==> src/rtl/frame_sync_ctrl.sv <==
// Frame synchronisation supervisor: runs the HUNT/VERIFY/LOCKED flywheel on
// aligner header hits, tracks the in-frame byte position and qualifies payload.
module frame_sync_ctrl #(
    parameter int FRAME_LEN = 12,
    parameter int HDR_LEN   = 2,
    parameter int LOCK_CNT  = 3,
    parameter int LOSS_CNT  = 4,
    parameter int CNT_W     = 16
) (
    input  logic                         clk,
    input  logic                         reset,
    input  logic                         byte_vld,
    input  logic                         hdr_hit,
    output logic                         aligner_clr,
    output logic                         locked,
    output logic [$clog2(FRAME_LEN)-1:0] fr_byte_position,
    output logic                         payload_vld,
    output logic [1:0]                   sync_state,
    output logic [CNT_W-1:0]             lock_events,
    output logic [CNT_W-1:0]             loss_events
);

    localparam int POS_W  = $clog2(FRAME_LEN);
    localparam int GOOD_W = $clog2(LOCK_CNT + 1);
    localparam int MISS_W = $clog2(LOSS_CNT + 1);

    localparam logic [POS_W-1:0]  POS_LAST = POS_W'(FRAME_LEN - 1);
    localparam logic [POS_W-1:0]  PAY_LEN  = POS_W'(FRAME_LEN - HDR_LEN);
    localparam logic [GOOD_W-1:0] LOCK_V   = GOOD_W'(LOCK_CNT);
    localparam logic [MISS_W-1:0] LOSS_V   = MISS_W'(LOSS_CNT);

    typedef enum logic [1:0] {
        ST_HUNT   = 2'd0,
        ST_VERIFY = 2'd1,
        ST_LOCKED = 2'd2
    } state_e;

    state_e             state_q, state_d;
    logic [POS_W-1:0]   pos_q, pos_d;
    logic [GOOD_W-1:0]  good_cnt_q, good_cnt_d;
    logic [MISS_W-1:0]  miss_cnt_q, miss_cnt_d;
    logic [CNT_W-1:0]   lock_ev_q, lock_ev_d;
    logic [CNT_W-1:0]   loss_ev_q, loss_ev_d;
    logic               clr_q, clr_d;
    logic               locked_q;
    logic               window_s, good_s, miss_s;

    function automatic logic [CNT_W-1:0] sat_inc(input logic [CNT_W-1:0] v);
        if (v == {CNT_W{1'b1}}) begin
            sat_inc = v;
        end else begin
            sat_inc = v + CNT_W'(1);
        end
    endfunction

    assign window_s = byte_vld && (pos_q == POS_LAST);
    assign good_s   = window_s && hdr_hit;
    assign miss_s   = window_s && !hdr_hit;

    // Flywheel next-state, position and event-counter logic
    always_comb begin
        state_d    = state_q;
        good_cnt_d = good_cnt_q;
        miss_cnt_d = miss_cnt_q;
        lock_ev_d  = lock_ev_q;
        loss_ev_d  = loss_ev_q;
        clr_d      = 1'b0;
        if (!byte_vld) begin
            pos_d = pos_q;
        end else if (pos_q == POS_LAST) begin
            pos_d = '0;
        end else begin
            pos_d = pos_q + POS_W'(1);
        end

        case (state_q)
            ST_HUNT: begin
                pos_d = '0;
                if (byte_vld && hdr_hit) begin
                    if (LOCK_CNT == 1) begin
                        state_d    = ST_LOCKED;
                        good_cnt_d = '0;
                        miss_cnt_d = '0;
                        lock_ev_d  = sat_inc(lock_ev_q);
                    end else begin
                        state_d    = ST_VERIFY;
                        good_cnt_d = GOOD_W'(1);
                    end
                end else begin
                    good_cnt_d = '0;
                end
            end
            ST_VERIFY: begin
                if (good_s) begin
                    if (good_cnt_q + GOOD_W'(1) == LOCK_V) begin
                        state_d    = ST_LOCKED;
                        good_cnt_d = '0;
                        miss_cnt_d = '0;
                        lock_ev_d  = sat_inc(lock_ev_q);
                    end else begin
                        good_cnt_d = good_cnt_q + GOOD_W'(1);
                    end
                end else if (miss_s) begin
                    state_d    = ST_HUNT;
                    pos_d      = '0;
                    good_cnt_d = '0;
                    clr_d      = 1'b1;
                end else begin
                    good_cnt_d = good_cnt_q;
                end
            end
            ST_LOCKED: begin
                // A good header always clears the miss run, even one short of loss
                if (good_s) begin
                    miss_cnt_d = '0;
                end else if (miss_s) begin
                    if (miss_cnt_q + MISS_W'(1) == LOSS_V) begin
                        state_d    = ST_HUNT;
                        pos_d      = '0;
                        miss_cnt_d = '0;
                        loss_ev_d  = sat_inc(loss_ev_q);
                        clr_d      = 1'b1;
                    end else begin
                        miss_cnt_d = miss_cnt_q + MISS_W'(1);
                    end
                end else begin
                    miss_cnt_d = miss_cnt_q;
                end
            end
            default: begin
                state_d    = ST_HUNT;
                pos_d      = '0;
                good_cnt_d = '0;
                miss_cnt_d = '0;
            end
        endcase
    end

    // State and output registers
    always_ff @(posedge clk or posedge reset) begin
        if (reset) begin
            state_q    <= ST_HUNT;
            pos_q      <= '0;
            good_cnt_q <= '0;
            miss_cnt_q <= '0;
            lock_ev_q  <= '0;
            loss_ev_q  <= '0;
            clr_q      <= 1'b0;
            locked_q   <= 1'b0;
        end else begin
            state_q    <= state_d;
            pos_q      <= pos_d;
            good_cnt_q <= good_cnt_d;
            miss_cnt_q <= miss_cnt_d;
            lock_ev_q  <= lock_ev_d;
            loss_ev_q  <= loss_ev_d;
            clr_q      <= clr_d;
            locked_q   <= (state_d == ST_LOCKED);
        end
    end

    assign aligner_clr      = clr_q;
    assign locked           = locked_q;
    assign sync_state       = state_q;
    assign fr_byte_position = pos_q;
    assign lock_events      = lock_ev_q;
    assign loss_events      = loss_ev_q;
    assign payload_vld      = byte_vld && (state_q == ST_LOCKED) && (pos_q < PAY_LEN);

endmodule

==> config.mk <==
export PLATFORM = sky130hd
export DESIGN_NAME = frame_sync_ctrl
export DESIGN_NICKNAME = d
export VERILOG_FILES = /design/src/rtl/frame_sync_ctrl.sv
export SDC_FILE = /design/constraint.sdc
export NUM_CORES = 1
export LEC_CHECK = 0
export CORE_ASPECT_RATIO = 0.75
export CORE_MARGIN = 5
export CORE_UTILIZATION = 47
export CTS_BUF_LIST = sky130_fd_sc_hd__clkbuf_4 sky130_fd_sc_hd__clkbuf_8 sky130_fd_sc_hd__clkbuf_16
export CTS_CLUSTER_DIAMETER = 60
export CTS_CLUSTER_SIZE = 8
export DETAILED_ROUTE_END_ITERATION = 6
export PLACE_DENSITY_LB_ADDON = 0.3
export SLEW_MARGIN = 25
export SYNTH_ARGS = -nofsm -noshare
export SYNTH_HDL_FRONTEND = slang
export SYNTH_SLANG_ARGS = --single-unit
==> constraint.sdc <==
create_clock -name clk -period 2.1 [get_ports clk]
set_clock_uncertainty 0.1 [all_clocks]
set_input_delay 0.42 -clock clk [delete_from_list [all_inputs] [get_ports clk]]
set_output_delay 0.42 -clock clk [all_outputs]
set_load 0.01 [all_outputs]
==> metrics.csv <==
stage,metric,value,unit
critical_path,cp-end-kind,flop,
floorplanning,dieWidth,91.5,um
clock_tree,cts_tree,built,
floorplanning,die_h,71.2,um
cells_and_area,multi_input_area,1200,um^2
timing,drv_slew,0,
synthesis,yosys.area.top_type_share,0.481,
floorplanning,rows,22,
clock_tree,htree_levels,2,
clock_tree,ctsRootBufferMaster,clkbuf_8,
timing,hold_ws,0.348,ns
global_route,overflow,0,
synthesis,synth_nets,233,
route,drt_iter0_drc,122,
synthesis,syn_inst,220,
place,place_congestion,0.843,
timing,slew_headroom,0.713,
timing,fmax,484,MHz
route,via_count,1879,
floorplanning,start_util,0.481,
timing,worst_slew_pin_slew,0.430,ns
synthesis,async_reset_ff_frac,1.00,
critical_path,cp_max_fo,3,
synthesis,synth.distinct_cells,46,
cells_and_area,diodes,0,
power,swShare,0.296,
synthesis,ys_warn_count,0,
clock_tree,cts.sinks,45,
cells_and_area,n_fill_cell,380,
synthesis,ys_ff_latch,45,
timing,finalSetupViolCount,0,
synthesis,avgSynthCellArea,10.7,um^2
critical_path,reg2reg_depth,7,
route,drc,0,
clock_tree,cts_max_path_buffers,2,
critical_path,arrival,2.15,ns
floorplanning,num_io_pins,45,
cells_and_area,layout-area-overhead-vs-synth,35.0,%
critical_path,critical_path_required,2.19,ns
synthesis,synth_common_cells,"dfrtp_1 (45), nand2_1 (26), xnor2_1 (20)",
timing,totalNegativeSetupSlack,0,ns
global_route,grt_max_degree,46,
clock_tree,cts_buffers,5,
synthesis,synthFlopType,dfrtp_1,
synthesis,syn_area,2340,um^2
route,wire_per_inst,14.8,um
run,cap_violations,0,
global_route,grt_antenna_before_repair,0,
power,power_density,590,nW/um^2
min_path,min_path_type,in -> async,
floorplanning,core_area,4870,um^2
route,detail-route-antenna-nets,0,
synthesis,synth_top_family_by_area,simple AND/OR/NAND/NOR gates,
power,leakagePower,1.44,nW
synthesis,synth_area_leaders,"dfrtp_1 (48%), xnor2_1 (7.5%), xor2_1 (4.9%)",
global_route,grt_pass1_wl,8680,um
synthesis,synth_edf_count,0,
global_route,grt_pass1_vias,1850,
cells_and_area,drive_above_1_share,0.188,
timing,min_period,2.07,ns
clock_tree,cts_hold_buf,0,
power,seqPwrFrac,0.500,
synthesis,synth_xor_area_frac,0.123,
synthesis,synth.area.mux_share,0.0139,
power,p_sw,0.000553,W
route,via_per_inst,5.34,
floorplanning,die-area,6510,um^2
clock_tree,clk_latency,0.30,ns
critical_path,critPathKind,in -> reg,
timing,finalHoldViolations,0,
power,power.internal,0.00131,W
synthesis,yosysMostFrequentCell,dfrtp_1,
power,p_clk_frac,0.292,
synthesis,synthSimpleGateAreaFrac,0.223,
route,drtPass1Iterations,4,
synthesis,synth_top_cell_by_area,dfrtp_1,
synthesis,ys_seq_area_frac,0.481,
cells_and_area,fin_nets,304,
power,ir_drop,0.384,mV
cells_and_area,seqCellArea,1130,um^2
synthesis,synth-compound-area-share,0.0806,
synthesis,synthAdderAreaFrac,0.0481,
cells_and_area,post-route-util,0.649,
timing,finalCritPeriodShare,0.983,
place,hpwl,3690,um
power,comb_power_share,0.208,
route,drt-total-wl,5200,um
clock_tree,clkTransAtPathRegs,0.09,ns
critical_path,start_kind,input port,
run_status,status,"finished, final reports clean",
global_route,grt_usage,0.166,
place,port_buffers,44,
[registers in the layout (all words and copies together), names as in the netlist]
signal            flops
miss_cnt_q            3
locked                1
sync_state            2
lock_events          16
aligner_clr           1
loss_events          16
good_cnt_q            2
fr_byte_position      4
[final timing paths]
check | start | endpoint | slack, ns
max | hdr_hit | lock_events[12]$_DFFE_PP0P_ | 0.03
min | reset | loss_events[11]$_DFFE_PP0P_ | 0.35
max reg2reg | miss_cnt_q[0]$_DFFE_PP0P_ | locked$_DFF_PP0_ | 0.07
min reg2reg | loss_events[7]$_DFFE_PP0P_ | loss_events[7]$_DFFE_PP0P_ | 0.40
max in group asynchronous | reset | sync_state[1]$_DFF_PP0_ | 1.32
min in group clk | loss_events[7]$_DFFE_PP0P_ | loss_events[7]$_DFFE_PP0P_ | 0.40
[power groups by stage]
stage / registers [W] / logic (W) / clock network [W]
final: 0.000933 / 0.000389 / 0.000545
after global placement: 0.000946 / 0.000362 / 0
after detailed placement: 0.000947 / 0.000370 / 0
after floorplan: 0.000951 / 0.000210 / 0
after global routing: 0.000936 / 0.000432 / 0.000597
after CTS: 0.000933 / 0.000378 / 0.000562
[what timing repair did]
item | CTS | global route
resized for setup | 6 | 7
endpoints found under the setup margin | 11 | 24
pin swaps | 0 | 2
setup buffers | 0 | 1
endpoints found under the hold margin | 0 | 0
[critical path: stages]
cell and delay (ns):
clkdlybuf4s50_1 0.55, inv_1 0.08, or4_4 0.57, nor3b_4 0.25
nand4_1 0.14, xnor2_1 0.15
[per-layer routing]
metal	up-vias	track usage	part of all wire
met1	909	0.249	0.51
met3	5	0.0393	0.033
met2	40	0.240	0.45
li1	925	-	-
met4	0	0.0452	0.0088
met5	-	0	0
[cell usage in the layout, fill, tap and decap left out, types with 2 or more instances in the layout]
cell type / netlist / final
inv_1: 7 / 5
dfrtp_1: 45 / 44
ha_1: 9 / 7
clkinvlp_4: 0 / 3
and4_1: 4 / 4
xnor2_1: 20 / 20
clkdlybuf4s50_1: 0 / 42
o21ai_0: 4 / 3
nand2_1: 26 / 26
a31oi_1: 2 / 2
xor2_1: 13 / 12
clkbuf_8: 0 / 5
buf_4: 0 / 25
nand3_1: 15 / 15
nor3_1: 6 / 5
o211a_1: 2 / 2
mux2_2: 2 / 2
and3_1: 6 / 6
nor2_1: 8 / 8
and2_1: 2 / 2
o31ai_1: 3 / 2
nand4_1: 10 / 10
a21oi_1: 6 / 6
dlygate4sd2_1: 0 / 2
[cell families (layout without fill, tap and decap cells)]
| kind of cell | Yosys count | after routing |
|---|---|---|
| buffers and inverters | 13 | 85 |
| XOR/XNOR | 33 | 33 |
| AO/OA/AOI/OAI | 26 | 26 |
| flip-flops | 45 | 45 |
| adder cells (fa/ha/maj) | 9 | 9 |
| multiplexers | 3 | 3 |
| AND/OR/NAND/NOR | 91 | 91 |
[stage by stage]
step	total power (W)	instance area [um^2]	cells	setup WS (ns)
6_report	0.00187	3160	352	0.0349
3_5_place_dp	0.00132	3020	343	-0.342
5_1_grt	0.00196	3160	352	-0.0132
4_1_cts	0.00187	3120	351	0.00104
2_1_floorplan	0.00116	2350	220	-0.0331
3_3_place_gp	0.00131	3020	343	-0.282
[layout make-up]
class,instances,area share
clock buffers,5,0.0217
clock inverters,3,0.00712
inverters,7,0.00830
multi-input cells,162,0.379
flip-flops and latches,45,0.356
well taps,60,0.0237
repair buffers,70,0.204
No activity file was read; power rests on OpenSTA's default activity.
==> variant 1 (config.mk and constraints unchanged) <==
Reset style: synchronous (`reset`), changed in one clocked block.
--- a/src/rtl/frame_sync_ctrl.sv
+++ b/src/rtl/frame_sync_ctrl.sv
@@ -137,7 +137,7 @@
     end
 
     // State and output registers
-    always_ff @(posedge clk or posedge reset) begin
+    always_ff @(posedge clk) begin
         if (reset) begin
             state_q    <= ST_HUNT;
             pos_q      <= '0;
Formal check against the unedited RTL: differs if reset is asserted again (counterexample within 4 cycles, from zero or initial values and one cycle with reset high); with reset held inactive, the same outputs for 10 cycles.
==> variant 1 against the unedited design <==
  * Sequential cell count stayed put
  * Global-route usage is 1.8 points higher
  * Design area up 13%
  * Maximum frequency increased by 0.12%
  * Sequential share of layout area decreased by 10 points
  * Worst setup slack better by 0.0025 ns
  * Routed wire length grew 30%
  * Critical path depth unchanged
  * Synthesized area up 15%
  * Largest cell class unchanged
  * Highest routed layer unchanged
Power is not compared: it rests on default switching activity, and its combinational part moved more than twofold at a synthesized area within 25%.
==> variant 1: results (changes against the unedited design) <==
run status -> completed (unchanged)
vias in the first global route -> 2293 (was 1850)
Storage cell area -> 902 um2 (was 1130 um2)
worst slew pin tran -> 0.734 ns (was 0.430 ns)
dominant cells by area after synthesis -> dfxtp_1 (33%), mux2_2 (6.2%), nor2b_1 (4.4%) (was dfrtp_1 (48%), xnor2_1 (7.5%), xor2_1 (4.9%))
compound-gate portion of the synthesized area -> 17.0% (was 8.06%)
share of layout cells above drive strength 1 -> 23.1% (was 18.8%)
buffering overhead -> 20.3% (was 20.4%)
pin count of the biggest net entering global routing -> 19 (was 46)
GPL Wtd Cong -> 0.860 (was 0.843)
# rows -> 23 (was 22)
non-clock buffer count -> 81 (was 70)
async set-reset flop share out of synthesis -> 0% (was 100%)
Synth Instances -> 308 (was 220)
aggregate global-route resource usage -> 18.4% (was 16.6%)
global-route wire length before repair -> 11.0 mm (was 8.68 mm)
synth unique cells -> 54 (was 46)
cell family with most CP delay -> buffers and inverters (was simple AND/OR/NAND/NOR gates)
Post-Synth XOR/XNOR Area -> 1.57% (was 12.3%)
number of sequential cells -> 45 (unchanged)
final wirelength -> 6.75 mm (was 5.20 mm)
HP Class -> input port to flip-flop (was input port to asynchronous set/reset pin)
max incr delay on CP -> 0.49 ns (was 0.57 ns)
register area share after synthesis -> 33.3% (was 48.1%)
dpl cells -> 447 (was 343)
Fillers -> 467 (was 380)
Layout Nets -> 393 (was 304)
Synth top cells by count -> dfxtp_1 (45), nor2_1 (26), a21oi_1 (21) (was dfrtp_1 (45), nand2_1 (26), xnor2_1 (20))
initial drt markers -> 109 (was 122)
Adder-Cell Fraction of Synth Area -> 4.16% (was 4.81%)
post-synthesis mux area share -> 8.18% (was 1.39%)
vias -> 2584 (was 1879)
Placement Cell Area -> 3430 um2 (was 3020 um2)
count of multi-input gates -> 239 (was 162)
slowest CP cell -> clkdlybuf4s50_1 (was or4_4)
Post-CTS Resized -> 3 (was 6)
Fin Hold WS -> 0.387 ns (was 0.348 ns)
routed len/inst -> 14.8 um (about the same)
syn nets -> 321 (was 233)
[variant 1: changes by cell type after synthesis, moves of 15 or more]
cell,unedited run,this run
a21oi_1,6,21
dfrtp_1,45,0
dfxtp_1,0,45
nor2_1,8,26
nor2b_1,1,19
xnor2_1,20,0
[variant 1: layer usage]
| layer | track usage (%) | share of wire [%] | vias up |
|---|---|---|---|
| li1 | - | - | 1299 |
| met1 | 25.2 | 50 | 1202 |
| met2 | 29.7 | 44 | 73 |
| met3 | 5.40 | 5.1 | 10 |
| met4 | 3.23 | 1.2 | 0 |
| met5 | 0 | 0 | - |
[variant 1: worst paths after layout]
| kind | cells after the start | from | slack [ns] | end |
|---|---|---|---|---|
| max | 6 | byte_vld | 0.04 | loss_events[0] |
| min | 2 | reset | 0.39 | loss_events[8] |
| min reg2reg | 2 | lock_events[1] | 0.40 | lock_events[1] |
| max reg2reg | 6 | loss_events[0] | 0.09 | loss_events[11] |
==> variant 2 (config.mk and constraints unchanged) <==
Made on the original files. The parameter `FRAME_LEN` goes from 12 to 13.
--- a/src/rtl/frame_sync_ctrl.sv
+++ b/src/rtl/frame_sync_ctrl.sv
@@ -1,7 +1,7 @@
 // Frame synchronisation supervisor: runs the HUNT/VERIFY/LOCKED flywheel on
 // aligner header hits, tracks the in-frame byte position and qualifies payload.
 module frame_sync_ctrl #(
-    parameter int FRAME_LEN = 12,
+    parameter int FRAME_LEN = 13,
     parameter int HDR_LEN   = 2,
     parameter int LOCK_CNT  = 3,
     parameter int LOSS_CNT  = 4,
Behaviour: no difference found for any inputs over 10 cycles, from zero or initial values and one cycle with reset high; that may be too few to reach the edited logic, so the function may still have changed.
==> variant 2 against the unedited design <==
  * Synthesized cell count is 5.9% higher
  * Total power is 0.82% higher
  * Sequential cell count stayed put
  * Worst hold slack improved by 0.014 ns
  * Design area increased by 5.5%
  * Sequential share of layout area decreased by 1.8 points
  * Largest power group unchanged
  * Routed wire length increased by 8.3%
  * Worst setup slack improved by 0.0060 ns
  * Synthesized area grew 2.7%
==> variant 2: results (changes against the unedited design) <==
Static Leakage -> 1.54 nW (was 1.44 nW)
dpl ws -> -0.278 ns (was -0.342 ns)
run status -> completed (unchanged)
reg2reg setup slack -> 0.05 ns (was 0.07 ns)
max-cap violations -> 0 (unchanged)
Fillers -> 388 (was 380)
clk buf depth -> 2 (unchanged)
Layout Nets -> 328 (was 304)
f_max -> 486 MHz (was 484 MHz)
worst-path fanout max -> 6 (was 3)
dominant cells by area after synthesis -> dfrtp_1 (47%), xor2_1 (6.2%), ha_1 (5.2%) (was dfrtp_1 (48%), xnor2_1 (7.5%), xor2_1 (4.9%))
CTS Buf Count -> 5 (unchanged)
VDD IR max -> 0.000376 V (was 0.000384 V)
vias in the first global route -> 1989 (was 1850)
share of layout cells above drive strength 1 -> 23.5% (was 18.8%)
aggregate global-route resource usage -> 17.3% (was 16.6%)
syn nets -> 247 (was 233)
syn_area_per_cell -> 10.3 um2 (was 10.7 um2)
worst setup path start -> byte_vld (was hdr_hit)
dpl cells -> 360 (was 343)
Placement Cell Area -> 3120 um2 (was 3020 um2)
routed len/inst -> 15.0 um (was 14.8 um)
Reg2Reg Depth -> 8 (was 7)
max_slew headroom -> 69.1% (was 71.3%)
GPL Wtd Cong -> 0.821 (was 0.843)
vias per cell -> 5.40 (was 5.34)
P&R area growth vs syn -> 38.6% (was 35.0%)
register area share after synthesis -> 46.8% (was 48.1%)
RR Endpoint -> miss_cnt_q[2] (was locked)
initial drt markers -> 113 (was 122)
IO Port Bufs -> 44 (unchanged)
dpl hpwl -> 4.10 mm (was 3.69 mm)
initial antenna violation count -> 0 (unchanged)
Fin Hold WS -> 0.363 ns (was 0.348 ns)
global-route wire length before repair -> 9.37 mm (was 8.68 mm)
drt pass-1 iters -> 4 (unchanged)
Synth top cells by count -> dfrtp_1 (45), nand2_1 (18), xor2_1 (17) (was dfrtp_1 (45), nand2_1 (26), xnor2_1 (20))
worst r2r src -> fr_byte_position[0] (was miss_cnt_q[0])
async set-reset flop share out of synthesis -> 100% (unchanged)
EDFF count, synth -> 0 (unchanged)
CTS clk-pin slew, worst paths -> 0.09 ns (about the same)
synth unique cells -> 51 (was 46)
final wirelength -> 5.63 mm (was 5.20 mm)
## variant 2: cell types whose count changed after synthesis, moves of 6 or more
cell     before  now
xnor2_1      20    9
inv_1         7   15
nand2_1      26   18
a21oi_1       6   12
nand3_1      15    9
nor2_1        8   14
## variant 2: critical path: stages
cell and delay, ns:
clkdlybuf4s50_1 0.58, and4_2 0.31, nand2_1 0.10, o31ai_2 0.37, o31ai_1 0.15, a22o_1 0.21
## variant 2: final cells by class
cell class / instances / share of cell area [%]
clock buffers: 7 / 2.89
clock inverters: 1 / 0.150
inverters: 15 / 1.69
multi-input cells: 167 / 37.6
flip-flops and latches: 45 / 33.9
well taps: 60 / 2.25
repair buffers: 80 / 21.5
## variant 2: logic make-up after synthesis
logic type	Yosys count	share of synthesized area, %
flops	45	46.8
xor+xnor	26	9.46
mux	5	2.34
simple gates	91	22.7
compound gates	35	9.93
buf+inv	21	3.59
fa+ha+maj	10	5.20
## variant 2: per-layer routing
metal | GRT usage [%] | vias up | wire length (um) | share of wire, %
li1 | - | 999 | - | -
met1 | 24.7 | 982 | 2750 | 49
met2 | 26.4 | 38 | 2620 | 47
met3 | 3.63 | 7 | 210 | 3.7
met4 | 6.02 | 0 | 51 | 0.91
met5 | 0 | - | 0 | 0
## variant 2: power by group
part	internal (mW)	leakage, nW	switching, mW
logic	0.176	0.889	0.210
clock network	0.298	0.0542	0.291
registers	0.889	0.600	0.0186
total	1.36	1.54	0.519
## variant 2: what timing repair did
| item | in CTS | in global routing |
|---|---|---|
| resized for setup | 2 | 16 |
| setup endpoints to repair | 1 | 25 |
| pin swaps | 0 | 5 |
| buffers inserted | 0 | 7 |
